### config.mk
export PLATFORM = sky130hd
export DESIGN_NAME = time_set_ctrl
export DESIGN_NICKNAME = d
export VERILOG_FILES = /design/src/rtl/clock_pkg.sv /design/src/rtl/bin2bcd6.sv /design/src/rtl/time_set_ctrl.sv
export SDC_FILE = /design/constraint.sdc
export NUM_CORES = 1
export LEC_CHECK = 0
export ABC_CLOCK_PERIOD_IN_PS = 2900
export BUFFER_PORTS_ARGS = -buffer_cell sky130_fd_sc_hd__clkbuf_2
export CAP_MARGIN = 20
export CORE_ASPECT_RATIO = 1.5
export CORE_MARGIN = 1.5
export CORE_UTILIZATION = 55
export CTS_CLUSTER_DIAMETER = 100
export DETAILED_ROUTE_END_ITERATION = 12
export PLACE_DENSITY_LB_ADDON = 0.12
export SLEW_MARGIN = 10
export SYNTH_ARGS = -nofsm -noshare
export SYNTH_HDL_FRONTEND = slang
export SYNTH_SLANG_ARGS = --single-unit
### constraint.sdc
create_clock -name clk -period 2.9 [get_ports clk]
set_input_delay 0 -clock clk [delete_from_list [all_inputs] [get_ports clk]]
set_output_delay 0 -clock clk [all_outputs]
set_load 0.01 [all_outputs]
### src/rtl/clock_pkg.sv
// Shared definitions for the digital clock: set-mode state codes, keypad codes,
// time limits and a BCD pair to binary helper.
package clock_pkg;

    localparam logic [2:0] RUN    = 3'd0;
    localparam logic [2:0] HT     = 3'd1;
    localparam logic [2:0] HO     = 3'd2;
    localparam logic [2:0] MT     = 3'd3;
    localparam logic [2:0] MO     = 3'd4;
    localparam logic [2:0] COMMIT = 3'd5;

    localparam logic [3:0] KEY_SKIP   = 4'hA;
    localparam logic [3:0] KEY_CANCEL = 4'hB;

    localparam logic [5:0] HOUR_MAX = 6'd23;
    localparam logic [5:0] MIN_MAX  = 6'd59;

    function automatic logic [5:0] bcd_to_bin(input logic [3:0] tens, input logic [3:0] ones);
        return ({2'b00, tens} * 6'd10) + {2'b00, ones};
    endfunction

endpackage

### src/rtl/bin2bcd6.sv
// Combinational 6-bit binary (0-63) to two BCD digits.
module bin2bcd6 (
    input  logic [5:0] bin,
    output logic [3:0] tens,
    output logic [3:0] ones
);

    logic [3:0] tens_s;

    // Threshold ladder instead of a divider; the range is tiny.
    always_comb begin
        if (bin >= 6'd60)      tens_s = 4'd6;
        else if (bin >= 6'd50) tens_s = 4'd5;
        else if (bin >= 6'd40) tens_s = 4'd4;
        else if (bin >= 6'd30) tens_s = 4'd3;
        else if (bin >= 6'd20) tens_s = 4'd2;
        else if (bin >= 6'd10) tens_s = 4'd1;
        else                   tens_s = 4'd0;
    end

    // The remainder is < 10, so modulo-16 arithmetic on the low nibble is exact.
    assign tens = tens_s;
    assign ones = bin[3:0] - (tens_s * 4'd10);

endmodule

### src/rtl/time_set_ctrl.sv
// Time-setting sequencer: snapshots the running time, edits four BCD fields
// from the keypad with 24-hour validation, and strobes the result into the counter.
module time_set_ctrl
    import clock_pkg::*;
#(
    parameter int BLINK_DIV = 25_000_000
) (
    input  logic       clk,
    input  logic       rst,
    input  logic       change,
    input  logic       key_valid,
    input  logic [3:0] key_code,
    input  logic [5:0] cur_hour,
    input  logic [5:0] cur_minute,
    output logic       set_time,
    output logic [5:0] key_hour,
    output logic [5:0] key_minute,
    output logic [2:0] twinkle,
    output logic       blink_on,
    output logic       setting
);

    localparam int              CW       = $clog2(BLINK_DIV);
    localparam logic [CW-1:0]   CNT_LAST = CW'(BLINK_DIV - 1);

    logic [2:0]    state_r, state_nx_s;
    logic [3:0]    ht_r, ho_r, mt_r, mo_r;
    logic [3:0]    ht_nx_s, ho_nx_s, mt_nx_s, mo_nx_s;
    logic [3:0]    snap_ht_s, snap_ho_s, snap_mt_s, snap_mo_s;
    logic          digit_ok_s;
    logic          abort_s;
    logic          set_time_r, setting_r, blink_r;
    logic [CW-1:0] cnt_r;

    bin2bcd6 u_hour_bcd (
        .bin  (cur_hour),
        .tens (snap_ht_s),
        .ones (snap_ho_s)
    );

    bin2bcd6 u_min_bcd (
        .bin  (cur_minute),
        .tens (snap_mt_s),
        .ones (snap_mo_s)
    );

    // Legal digit range for the field currently being edited.
    always_comb begin
        case (state_r)
            HT:      digit_ok_s = (key_code <= 4'd2);
            HO:      digit_ok_s = (ht_r == 4'd2) ? (key_code <= 4'd3) : (key_code <= 4'd9);
            MT:      digit_ok_s = (key_code <= 4'd5);
            MO:      digit_ok_s = (key_code <= 4'd9);
            default: digit_ok_s = 1'b0;
        endcase
    end

    assign abort_s = change || (key_valid && (key_code == KEY_CANCEL));

    // Next state and next edit-register values; abort outranks any key.
    always_comb begin
        state_nx_s = state_r;
        ht_nx_s    = ht_r;
        ho_nx_s    = ho_r;
        mt_nx_s    = mt_r;
        mo_nx_s    = mo_r;
        case (state_r)
            RUN: begin
                if (change) begin
                    ht_nx_s    = snap_ht_s;
                    ho_nx_s    = snap_ho_s;
                    mt_nx_s    = snap_mt_s;
                    mo_nx_s    = snap_mo_s;
                    state_nx_s = HT;
                end else begin
                    state_nx_s = RUN;
                end
            end
            HT, HO, MT, MO: begin
                if (abort_s) begin
                    state_nx_s = RUN;
                end else if (key_valid && (key_code == KEY_SKIP)) begin
                    state_nx_s = state_r + 3'd1;
                end else if (key_valid && digit_ok_s) begin
                    state_nx_s = state_r + 3'd1;
                    case (state_r)
                        HT: begin
                            ht_nx_s = key_code;
                            // A tens digit of 2 caps the hour at 23.
                            if ((key_code == 4'd2) && (ho_r > 4'd3)) begin
                                ho_nx_s = 4'd3;
                            end else begin
                                ho_nx_s = ho_r;
                            end
                        end
                        HO:      ho_nx_s = key_code;
                        MT:      mt_nx_s = key_code;
                        MO:      mo_nx_s = key_code;
                        default: ht_nx_s = ht_r;
                    endcase
                end else begin
                    state_nx_s = state_r;
                end
            end
            COMMIT:  state_nx_s = RUN;
            default: state_nx_s = RUN;
        endcase
    end

    // State, edit registers and registered status outputs.
    always_ff @(posedge clk or negedge rst) begin
        if (!rst) begin
            state_r    <= RUN;
            ht_r       <= 4'd0;
            ho_r       <= 4'd0;
            mt_r       <= 4'd0;
            mo_r       <= 4'd0;
            set_time_r <= 1'b0;
            setting_r  <= 1'b0;
        end else begin
            state_r    <= state_nx_s;
            ht_r       <= ht_nx_s;
            ho_r       <= ho_nx_s;
            mt_r       <= mt_nx_s;
            mo_r       <= mo_nx_s;
            set_time_r <= (state_nx_s == COMMIT);
            setting_r  <= (state_nx_s != RUN);
        end
    end

    // Blink phase: restarts visible on every state change, frozen in RUN.
    always_ff @(posedge clk or negedge rst) begin
        if (!rst) begin
            cnt_r   <= '0;
            blink_r <= 1'b1;
        end else if ((state_nx_s != state_r) || (state_r == RUN)) begin
            cnt_r   <= '0;
            blink_r <= 1'b1;
        end else if (cnt_r == CNT_LAST) begin
            cnt_r   <= '0;
            blink_r <= ~blink_r;
        end else begin
            cnt_r   <= cnt_r + {{(CW-1){1'b0}}, 1'b1};
            blink_r <= blink_r;
        end
    end

    assign twinkle    = state_r;
    assign set_time   = set_time_r;
    assign setting    = setting_r;
    assign blink_on   = blink_r;
    assign key_hour   = bcd_to_bin(ht_r, ho_r);
    assign key_minute = bcd_to_bin(mt_r, mo_r);

endmodule

==> impl_summary.log <==
[metrics] ys async rst share: 100%
[metrics] final routed wirelength across all metal layers: 7110 microns
[metrics] largest net degree at the start of global routing: 29
[metrics] filler instances: 522
[metrics] Crit. Startpoint: twinkle[0]$_DFF_PN0_
[metrics] worst min-delay path startpoint: cur_minute[0]
[metrics] number of port buffers: 37
[metrics] portion of the post-synthesis area used by sequential elements: 35.7%
[metrics] initial drt markers: 135
[metrics] final setup fails: 0
[metrics] most used standard cell by instance count after synthesis: nor2_1
[metrics] Die Y: 97.8 microns
[metrics] area fraction of the dominant cell type after synthesis: 34.9%
[metrics] Placed Instances: 471
[metrics] Std-Cell Core Area: 0.00579 sq mm
[metrics] period utilisation layout: 93.5%
[metrics] antenna violations before repair: 0
[metrics] grt total ovfl: 0
[metrics] power per cell area: 770 mW/mm^2
[metrics] number of cells traversed by the worst hold path: 3
[metrics] pre-CTS setup slack: 0.162 ns
[metrics] DRT Pass-1 Iters: 6
[metrics] result of the run: completed
[metrics] post-synthesis instance area: 0.00330 sq mm
[metrics] clock tree from TritonCTS: built
[metrics] Final Max Slew Viols: 0
[metrics] peak supply drop: 730 uV
[metrics] synth unique cells: 49
[metrics] YS warnings: 0
[metrics] critical path endpoint category: flop
[metrics] Clock Pin Slew Worst Setup and Hold Paths: 0.09 ns
[metrics] Worst slew margin: 54.3%
[metrics] Sinks on Clock Net: 47
[metrics] depth of the CTS H-tree: 2
[metrics] Antenna diodes: 0
[metrics] layout overhead on the synthesized area: 11.8%
[metrics] maximum fanout along the worst path: 12
[metrics] endpoint arrival time on the critical path: 2.89 ns
[metrics] cells after synthesis: 369
[metrics] worst-case hold slack: 0.0472 ns
[metrics] launching point of the worst reg2reg path: twinkle[0]$_DFF_PN0_
[metrics] routed wire length per instance: 14.8 microns
[metrics] measured slew at the worst slew-check pin: 0.685 ns
[metrics] DR vias/cell: 5.70
[metrics] total of max-cap violations: 0
[metrics] number of rows in the core area: 34
[metrics] Worst Path Required: 3.08 ns
[metrics] most frequent cells after synthesis: nor2_1, dfrtp_1, nand2_1
[metrics] later-pin clock latency in the skew report: 0.30 ns
[metrics] number of flops mapped to enable cells by yosys: 0
[metrics] worst hold path class: input port to flop
[metrics] via count of the first global-routing pass: 2759
[metrics] die footprint: 0.00648 sq mm
[metrics] RSZ-0062 raised after global routing: no
[metrics] cell taking the most area after synthesis: dfrtp_1
[metrics] final hold violations: 0
[metrics] category of the most critical setup path: flop to flop
[metrics] x dimension of the die: 66.2 microns
[metrics] wire length of the first global-routing pass: 12100 microns
[metrics] top_reg_cell synth: dfrtp_1
[metrics] count of unresolved DRC violations after routing: 0
[metrics] GRT Util Overall: 23.6%
[metrics] Finished Layout Cells: 480
[metrics] final weighted congestion in routability-driven placement: 0.814
[metrics] Inserted Clock Buffers: 5
[metrics] fmax: 369 MHz
[metrics] cell at the root of the clock tree: clkbuf_8
[metrics] startpoint kind of the worst setup timing path: flop
[metrics] total I/O pin count: 38
[metrics] min setup slack post-route: 0.189 ns
[metrics] starting density of the core: 57.0%
[metrics] R2R depth: 8
[metrics] Mean Syn Cell Area: 8.93 sq um
[metrics] number of nets in the layout: 451
[metrics] DPL Wire Length: 5600 microns
[metrics] number of nets produced by synthesis: 413
[metrics] total negative slack for setup checks: 0 ns
[metrics] clock buffer depth: 2
[metrics] DR vias: 2734
[metrics] ranking of synthesized cells by area: dfrtp_1, ha_1, xnor2_1
[metrics] Antenna Nets Post-Route: 0
[metrics] clock tree skew after final layout: 0.0111 ns
[metrics] leakage component of the power: 1.64 nW
[metrics] share of post-route cells with drive strength above 1: 16.9%
[metrics] number of storage elements in the synthesis netlist: 47
[metrics] Period minus WS final: 2.71 ns
what timing repair did:
item	4_1_cts	5_1_grt
endpoints found under the hold margin	26	0
buffers inserted	0	0
hold buffers	1	0
endpoints found under the setup margin	0	4
resized for setup	0	1
critical path: stages (launching register included):
cell and delay (ns):
dfrtp_1 0.49, inv_1 0.14, ha_1 0.25, or3_1 0.38, mux2_2 0.40, a21oi_1 0.22, o21ai_0 0.14, nor2_2 0.22
mux2_2 0.36
final cells by class:
class | instances | area [sq um] | share of cell area (%)
multi-input cells | 289 | 1970 | 53.6
flip-flops and latches | 47 | 1180 | 31.9
repair buffers | 43 | 233 | 6.31
well taps | 72 | 90.1 | 2.44
inverters | 21 | 78.8 | 2.14
clock buffers | 6 | 72.6 | 1.97
clock inverters | 2 | 60.1 | 1.63
path summary, 6_finish.rpt:
check | slack [ns] | end
worst max-delay path | 0.19 | mt_r[0]$_DFFE_PN0P_
worst max register to register | 0.19 | mt_r[0]$_DFFE_PN0P_
worst min-delay path | 0.05 | mo_r[0]$_DFFE_PN0P_
max in group asynchronous | 1.89 | ht_r[3]$_DFFE_PN0P_
min in group asynchronous | 0.27 | twinkle[2]$_DFF_PN0_
worst min register to register | 0.48 | mo_r[0]$_DFFE_PN0P_
cell families after synthesis:
logic type	after synthesis	synth area share (%)
mux	21	6.87
fa+ha+maj	25	10.3
compound gates	65	12.1
flops	47	35.7
simple gates	141	20.7
xor+xnor	37	9.83
buf+inv	33	4.44
flip-flops by register name, indices dropped and copies added, names as in the netlist:
register,cells
mt_r,4
setting,1
cnt_r,25
blink_on,1
ho_r,4
twinkle,3
mo_r,4
ht_r,4
set_time,1
cell usage in the layout, fill, tap and decap left out, types with 5 or more instances in the layout:
| cell | instances |
|---|---|
| mux2i_1 | 8 |
| mux2_2 | 13 |
| clkbuf_2 | 37 |
| nand3_1 | 11 |
| o211ai_1 | 5 |
| buf_4 | 5 |
| inv_1 | 20 |
| nor2_1 | 51 |
| a21oi_1 | 20 |
| dfrtp_1 | 46 |
| nand4_1 | 7 |
| xnor2_1 | 24 |
| ha_1 | 20 |
| nor2b_1 | 7 |
| o21ai_0 | 19 |
| nand2_1 | 27 |
| nor3_1 | 8 |
| xor2_1 | 13 |
| clkbuf_8 | 5 |
| nand2b_1 | 10 |
metrics by stage:
stage	util [%]	power (mW)	area (sq um)
floorplan	-	1.84	3300
global placement	61.2	2.25	3540
detailed placement	61.2	2.29	3540
CTS	63.7	2.87	3680
global route	63.7	3.05	3690
finish	63.7	2.84	3690
per-layer routing:
| metal | vias up | GRT usage [%] | part of all wire (%) |
|---|---|---|---|
| met5 | - | 0 | 0 |
| met4 | 0 | 8.63 | 2.5 |
| met3 | 16 | 3.00 | 2.7 |
| met2 | 57 | 45.6 | 56 |
| met1 | 1311 | 25.0 | 39 |
| li1 | 1350 | - | - |
where the power goes:
part,total [mW],internal [mW],switching [mW]
clock,0.573,0.345,0.228
combinational,1.39,0.671,0.720
sequential,0.873,0.770,0.103
total,2.84,1.79,1.05
Power figures use the tool's default switching activity.
